<file path="config.mk">
export PLATFORM = sky130hd
export DESIGN_NAME = uart_tx_arbiter
export DESIGN_NICKNAME = d
export VERILOG_FILES = /design/src/rtl/uart_tx_arbiter.sv
export SDC_FILE = /design/constraint.sdc
export NUM_CORES = 1
export LEC_CHECK = 0
export CAP_MARGIN = 5
export CORE_MARGIN = 10
export CORE_UTILIZATION = 41
export DETAILED_ROUTE_END_ITERATION = 6
export PLACE_DENSITY = 0.86
export SKIP_CTS_REPAIR_TIMING = 1
export SYNTH_ARGS = -nofsm -noshare
export SYNTH_HDL_FRONTEND = slang
export SYNTH_SLANG_ARGS = --single-unit
</file>
<file path="constraint.sdc">
create_clock -name clk -period 2.1 [get_ports clk]
set_clock_uncertainty 0.1 [all_clocks]
set_input_delay 0.42 -clock clk [delete_from_list [all_inputs] [get_ports clk]]
set_output_delay 0.42 -clock clk [all_outputs]
set_load 0.005 [all_outputs]
</file>
<file path="src/rtl/uart_tx_arbiter.sv">
// uart_tx_arbiter: shares one uart_tx between N_REQ byte-stream requesters.
// Grants are packet-atomic and round-robin. A granted requester that stays idle
// for MAX_GAP cycles mid-packet loses its grant, and abort pulses for one cycle.
// Optional: define UART_ARB_HDR_EN to send a header byte (8'hA0 | grant_id)
// before each packet.
module uart_tx_arbiter #(
  parameter int N_REQ   = 4,
  parameter int MAX_GAP = 1000,
  localparam int GW     = (N_REQ > 1) ? $clog2(N_REQ) : 1
) (
  input  logic               clk,
  input  logic               rst,
  input  logic [8*N_REQ-1:0] req_data,
  input  logic [N_REQ-1:0]   req_valid,
  input  logic [N_REQ-1:0]   req_last,
  output logic [N_REQ-1:0]   req_ready,
  output logic [7:0]         tx_data,
  output logic               tx_valid,
  input  logic               tx_ready,
  output logic [GW-1:0]      grant_id,
  output logic               busy,
  output logic               abort
);

  localparam int          CW = $clog2(MAX_GAP + 1);
  localparam int unsigned NR = N_REQ;

  localparam logic [1:0] IDLE   = 2'd0;
  localparam logic [1:0] STREAM = 2'd1;
`ifdef UART_ARB_HDR_EN
  localparam logic [1:0] HDR    = 2'd2;
`endif

  logic [1:0]    state;
  logic [GW-1:0] rr_ptr;
  logic [CW-1:0] gap_cnt;
  logic          found;
  logic [GW-1:0] pick;
  logic          sel_valid;
  logic          sel_last;
  logic [7:0]    sel_data;

  // Round-robin search starting one past the last winner, wrapping around
  always_comb begin
    int unsigned idx;
    found = 1'b0;
    pick  = '0;
    idx   = 0;
    for (int unsigned i = 1; i <= NR; i++) begin
      idx = (32'(rr_ptr) + i) % NR;
      if (!found && req_valid[idx]) begin
        found = 1'b1;
        pick  = GW'(idx);
      end
    end
  end

  // Granted requester's signals
  always_comb begin
    sel_valid = req_valid[grant_id];
    sel_last  = req_last[grant_id];
    sel_data  = req_data[32'(grant_id)*8 +: 8];
  end

  // Combinational pass-through to uart_tx, steered by state and grant
  always_comb begin
    tx_valid  = 1'b0;
    tx_data   = '0;
    req_ready = '0;
    case (state)
      STREAM: begin
        tx_valid            = sel_valid;
        tx_data             = sel_data;
        req_ready[grant_id] = tx_ready;
      end
`ifdef UART_ARB_HDR_EN
      HDR: begin
        tx_valid = 1'b1;
        tx_data  = 8'hA0 | 8'(grant_id);
      end
`endif
      default: ;
    endcase
    busy = (state != IDLE);
  end

  // FSM, grant registers, gap counter and abort pulse
  always_ff @(posedge clk) begin
    if (!rst) begin
      state    <= IDLE;
      rr_ptr   <= GW'(N_REQ - 1);
      grant_id <= '0;
      gap_cnt  <= '0;
      abort    <= 1'b0;
    end else begin
      abort <= 1'b0;
      case (state)
        IDLE: begin
          if (found) begin
            grant_id <= pick;
            rr_ptr   <= pick;
            gap_cnt  <= '0;
`ifdef UART_ARB_HDR_EN
            state    <= HDR;
`else
            state    <= STREAM;
`endif
          end
        end
`ifdef UART_ARB_HDR_EN
        HDR: begin
          if (tx_ready) state <= STREAM;
        end
`endif
        STREAM: begin
          // A valid byte always clears the counter, so a beat on the expiry cycle wins
          if (sel_valid) begin
            gap_cnt <= '0;
            if (tx_ready && sel_last) state <= IDLE;
          end else if (gap_cnt == CW'(MAX_GAP - 1)) begin
            state   <= IDLE;
            abort   <= 1'b1;
            gap_cnt <= '0;
          end else begin
            gap_cnt <= gap_cnt + 1'b1;
          end
        end
        default: state <= IDLE;
      endcase
    end
  end

endmodule

</file>
==> summary.txt, run 1 <==
Post-synth EDFFs: 0
Register area share after synthesis: 25.2%
Tmin final: 2.23 ns
Hold Path Cell Cnt: 2
Placed wire-length estimate: 3630 µm
R2R Path Start: grant_id[1]$_SDFFE_PN0P_
Via Count: 1411
Crit path DAT: 1.71 ns
Type of the most critical hold path: flip-flop to flip-flop
Io pins: 60
Buffers on Ports: 59
Most frequent cells in the layout: clkdlybuf4s50_1, buf_4, nand2_1, dfxtp_1, dlymetal6s2s_1
Fin crit share: 106%
Hold path start: gap_cnt[0]$_SDFFE_PN0P_
Die width: 75.7 µm
Overall power: 1020 µW
Commonest non-fill, non-tap cell in the layout: clkdlybuf4s50_1
Clock sink count: 16
Synthesis Warnings: 0
TritonRoute pass-1 iters: 4
Congestion Overflow GR: 0
Area contributors post-synth: dfxtp_1, mux4_2, and2_1
Initial antenna violation count: 0
Bufs on Longest Clock Path: 2
Ys flop type: dfxtp_1
Syn_area_per_cell: 9.02 µm²
Starting Density: 42.3%
Setup violators final: 5
Failing checks: setup timing
Max-slew headroom: 77.8%
Clock root buffer: clkbuf_4
Count of cell types in the netlist: 45
Total GRT Usage: 16.3%
Largest stage delay, worst path: 0.47 ns
Placer Congestion: 0.788
Syn Std Cell Area: 0.00127 mm²
Worst EP required: 1.58 ns
Final Hold Vio Count: 0
Top-area cell type share of the netlist area: 25.2%
Starting DRT DRC Count: 91
Setup crit end kind: primary output
PD cells: 481 mW/mm²
R2R cell count: 5
Post-route antenna net violation count: 0
DR WL/cell: 18.4 µm
Slowest CP cell: mux4_2
Syn Nets: 185
DR DRC count: 0
Diode count: 0
Crit Path Class: flip-flop to primary output
Die height: 75.7 µm
Global-route wire length before repair: 7280 µm
Pin count of the biggest net entering global routing: 14
Outcome: complete, but fails checks
Layout Nets: 263
Final setup margin: -0.132 ns
Fmax: 0.448 GHz
Max-slew violations: 0
Full die area: 0.00573 mm²
Reg2Reg Capture Point: gap_cnt[8]$_SDFFE_PN0P_
Setup TNS Final: -0.307 ns
RSZ-0062 raised after global routing: yes
TritonCTS clock tree: yes
Asr flop ratio synth: 0%
Share of cells above drive strength 1: 28.9%
FF+latch count, synth: 16
Worst-margin pin slew: 0.329 ns
Core Rows: 20
CTS H-Tree Depth: 1
Setup crit start kind: flip-flop
Wirelength, routed: 4610 µm
Hold EP: gap_cnt[0]$_SDFFE_PN0P_
Syn Inst Count: 141
Vias per cell: 5.62
Flop2flop setup slack: 0.28 ns
Area growth from synthesis to layout: 67.3%
Core area: 0.00300 mm²
Vias in the first global route: 1443
Util after Layout: 70.8%
Clk_lat worst skew: 0.29 ns
Peak supply drop: 0.306 mV
Clock transition at path regs: 0.09 ns
CP most frequent cell: buf_6
Leak: 0.000909 µW
Synth area leader: dfxtp_1
Worst-path fanout max: 4
Dpl ws: -0.364 ns
TritonCTS Buffers: 3
Max-cap viol count: 0
Crit-path cells: buf_6 > buf_6 > buf_6 > mux4_2 > and2_4 > buf_6
==> synth_stat cells (4+ instances only) <==
cell	instances
nand2b_1	4
a21oi_1	8
nor2b_1	4
o21ai_1	5
nand2_1	13
and2_1	8
inv_1	4
nand3_1	10
mux4_2	9
clkbuf_1	5
nor2_1	6
dfxtp_1	16
==> per-stage QoR <==
stage | instances | hold slack, ns | area [µm²]
global route | 251 | 0.431 | 2130
finish | 251 | 0.405 | 2130
CTS | 247 | 0.401 | 2030
global placement | 243 | 0.369 | 2000
floorplan | 141 | 0.353 | 1270
detailed placement | 243 | 0.380 | 2000
==> power by group <==
part,leakage (µW),switching [µW],internal [µW]
Sequential,0.000131,29.3,321
Clock,0.0000210,95.0,106
Combinational,0.000757,174,298
Total,0.000909,298,725
==> registers in the layout (all words and copies together), names as in the netlist <==
name and count:
gap_cnt 10, state 1, rr_ptr 2, abort 1, grant_id 2
==> logic make-up (layout without fill, tap and decap cells) <==
family                     Yosys count  in the layout  synth area share [%]
and+or+nand+nor                     66             66                  29.9
AOI/OAI and AO/OA                   28             28                  16.8
DFF                                 16             16                  25.2
muxes                               14             14                  20.4
buffers and inverters               13             90                  4.63
xor gates and xnor gates             3              3                  2.07
adders and majority gates            1              1                 0.984
==> final cells by class <==
type,instances,area [µm²]
tap,33,41.3
multi-input combinational,112,928
inverter,5,18.8
sequential,16,324
clock buffer,4,36.3
fill,216,876
timing repair buffer,81,778
==> routing by layer <==
| layer | track usage (%) | part of all wire [%] |
|---|---|---|
| met1 | 16.0 | 34 |
| met2 | 34.0 | 60 |
| met3 | 2.73 | 4.2 |
| met4 | 2.89 | 1.8 |
| met5 | 0 | 0 |
==> worst max path at each step <==
stage / from / end / slack [ns] / cells past startpoint
2_1_floorplan: grant_id[0]$_SDFFE_PN0P_ / tx_data[0] / 0.05 / 4
3_3_place_gp: req_data[11] / tx_data[3] / -0.32 / 4
3_5_place_dp: req_data[28] / tx_data[4] / -0.36 / 4
4_1_cts: grant_id[0]$_SDFFE_PN0P_ / tx_data[3] / -0.43 / 4
5_1_grt: grant_id[0]$_SDFFE_PN0P_ / tx_data[4] / -0.20 / 6
6_report: grant_id[0]$_SDFFE_PN0P_ / tx_data[4] / -0.13 / 6
==> critical path: cells and delay by family, from the launching register on <==
family | cells | cell delay [ns]
mux | 1 | 0.47
buf+inv | 4 | 0.42
simple gates | 1 | 0.17
flops | 1 | 0.36
(Power assumes the default switching activity.)
==> run 2: changes to the inputs <==
CORE_UTILIZATION = 38   (was 41)
CTS_BUF_LIST = sky130_fd_sc_hd__clkbuf_8   (was default)
PLACE_DENSITY = 0.84   (was 0.86)
clock period = 1.8 ns   (was 2.1 ns; I/O delays follow)
==> run 2 against run 1 <==
  * The flow still finishes with violations (setup timing)
  * Cell count rose by 7.2%
  * Register-to-register slack got worse by 0.21 ns
  * Count of clock-buffer cells in the layout did not move
  * Via count rose by 2.3%
  * Utilization rose by 0.65 points
==> summary.txt, run 2 (synthesized netlist as in run 1, its figures left out) <==
Outcome: complete, but fails checks (unchanged)
Failing checks: setup timing (unchanged)
Layout Nets: 270 (was 263)
Final setup margin: -0.221 ns (was -0.132 ns)
Crit-path cells: buf_6 > buf_6 > mux4_2 > and2_4 > buf_6 (was buf_6 > buf_6 > buf_6 > mux4_2 > and2_4 > buf_6)
Number of flip-flops in the largest register: 10 (unchanged)
Diode count: 0 (unchanged)
Max-slew violations: 0 (unchanged)
Bufs on Longest Clock Path: 2 (unchanged)
Placer Congestion: 0.780 (was 0.788)
Initial antenna violation count: 0 (unchanged)
Total GRT Usage: 13.7% (was 16.3%)
Leak: 0.00100 µW (was 0.000909 µW)
Fin crit share: 112%
Worst setup path startpoint: grant_id[0]$_SDFFE_PN0P_ (unchanged)
Final Hold Vio Count: 0 (unchanged)
Setup crit end kind: primary output (unchanged)
Top flop regs: gap_cnt x10, grant_id x2, rr_ptr x2 (unchanged)
Max-slew headroom: 75.9% (was 77.8%)
Worst-margin pin slew: 0.355 ns (was 0.329 ns)
Area growth from synthesis to layout: 75.9% (was 67.3%)
Fmax: 0.495 GHz
Tmin final: 2.02 ns
DR DRC count: 0 (unchanged)
TritonRoute pass-1 iters: 5 (was 4)
Largest stage delay, worst path: 0.50 ns (was 0.47 ns)
Buffers on Ports: 59 (unchanged)
Full die area: 0.00606 mm² (was 0.00573 mm²)
Core area: 0.00313 mm² (was 0.00300 mm²)
Vias per cell: 5.36 (was 5.62)
Type of the most critical hold path: flip-flop to flip-flop (unchanged)
TritonCTS clock tree: yes (unchanged)
Clock sink count: 16 (unchanged)
Share of cells above drive strength 1: 32.4% (was 28.9%)
Clock root buffer: clkbuf_8 (was clkbuf_4)
Setup violators final: 8 (was 5)
Hold path start: gap_cnt[9]$_SDFFE_PN0P_ (was gap_cnt[0]$_SDFFE_PN0P_)
Crit Path Class: flip-flop to primary output (unchanged)
Clock transition at path regs: 0.06 ns (was 0.09 ns)
Max-cap viol count: 0 (unchanged)
TritonCTS Buffers: 3 (unchanged)
Fillers: 212 (was 216)
Core Rows: 20 (unchanged)
Placed wire-length estimate: 3710 µm (was 3630 µm)
Global-route wire length before repair: 6930 µm (was 7280 µm)
Setup crit start kind: flip-flop (unchanged)
Die height: 77.8 µm (was 75.7 µm)
Pin count of the biggest net entering global routing: 12 (was 14)
Clk_lat worst skew: 0.25 ns (was 0.29 ns)
PD cells: 577 mW/mm² (was 481 mW/mm²)
R2R Path Start: grant_id[1]$_SDFFE_PN0P_ (unchanged)
Io pins: 60 (unchanged)
DR WL/cell: 17.1 µm (was 18.4 µm)
Setup TNS Final: -1.44 ns (was -0.307 ns)
CTS H-Tree Depth: 1 (unchanged)
Congestion Overflow GR: 0 (unchanged)
Die width: 77.8 µm (was 75.7 µm)
Dpl cell area: 0.00206 mm² (was 0.00200 mm²)
Fin Hold WS: 0.387 ns (was 0.405 ns)
Worst EP required: 1.34 ns (was 1.58 ns)
Worst-path fanout max: 4 (unchanged)
CP most frequent cell: buf_6 (unchanged)
Final instance area: 0.00224 mm² (was 0.00213 mm²)
Wirelength, routed: 4610 µm (about the same)
Commonest non-fill, non-tap cell in the layout: clkdlybuf4s50_1 (unchanged)
Vias in the first global route: 1425 (was 1443)
Most frequent cells in the layout: clkdlybuf4s50_1, buf_4, dlymetal6s2s_1, nand2_1, dfxtp_1 (was clkdlybuf4s50_1, buf_4, nand2_1, dfxtp_1, dlymetal6s2s_1)
Crit path DAT: 1.56 ns (was 1.71 ns)
Post-route antenna net violation count: 0 (unchanged)
Starting Density: 40.6% (was 42.3%)
Slowest CP cell: mux4_2 (unchanged)
Peak supply drop: 0.540 mV (was 0.306 mV)
RSZ-0062 raised after global routing: yes (unchanged)
Via Count: 1443 (was 1411)
Starting DRT DRC Count: 94 (was 91)
Largest Register: gap_cnt (unchanged)
[run 2: cell type report]
cell class / count / area [µm²] / share of cell area [%]
inverter: 5 / 21.3 / 0.951
clock buffer: 4 / 55.1 / 2.46
timing repair buffer: 88 / 838 / 37.5
sequential: 16 / 329 / 14.7
tap: 44 / 55.1 / 2.46
multi-input combinational: 112 / 937 / 41.9
[run 2: final timing paths]
check                            end  slack (ns)  depth (start not counted)
max                       tx_data[5]       -0.22                          5
min          gap_cnt[9]$_SDFFE_PN0P_        0.39                          2
max reg2reg  gap_cnt[8]$_SDFFE_PN0P_        0.07                          5
min reg2reg  gap_cnt[9]$_SDFFE_PN0P_        0.39                          2
[run 2: stage by stage]
stage          setup WS [ns]  power, µW  std cells  util (%)
2_1_floorplan         0.0183        657        141         -
3_3_place_gp          -0.491        900        260      65.8
3_5_place_dp          -0.522        926        260      65.8
4_1_cts               -0.532       1240        264      67.5
5_1_grt               -0.275       1360        269      71.5
6_report              -0.221       1290        269      71.5
[run 2: routing by layer]
layer	share of wire, %	vias to the layer above	global-route usage, %
met3	3.6	4	2.53
met1	38	695	13.3
met2	58	43	28.5
li1	-	701	-
met4	0.74	0	2.92
met5	0	-	0
[run 2: critical path, delay by kind of cell (launching register included)]
family,cells,cell delay [ns]
buffers and inverters,3,0.32
and+or+nand+nor,1,0.16
DFF,1,0.35
muxes,1,0.50
[run 2: where the power goes]
group | internal [µW] | leakage, µW | switching, µW
combinational | 358 | 0.000843 | 211
clock | 194 | 0.0000288 | 123
sequential | 375 | 0.000132 | 29.3
total | 926 | 0.00100 | 364
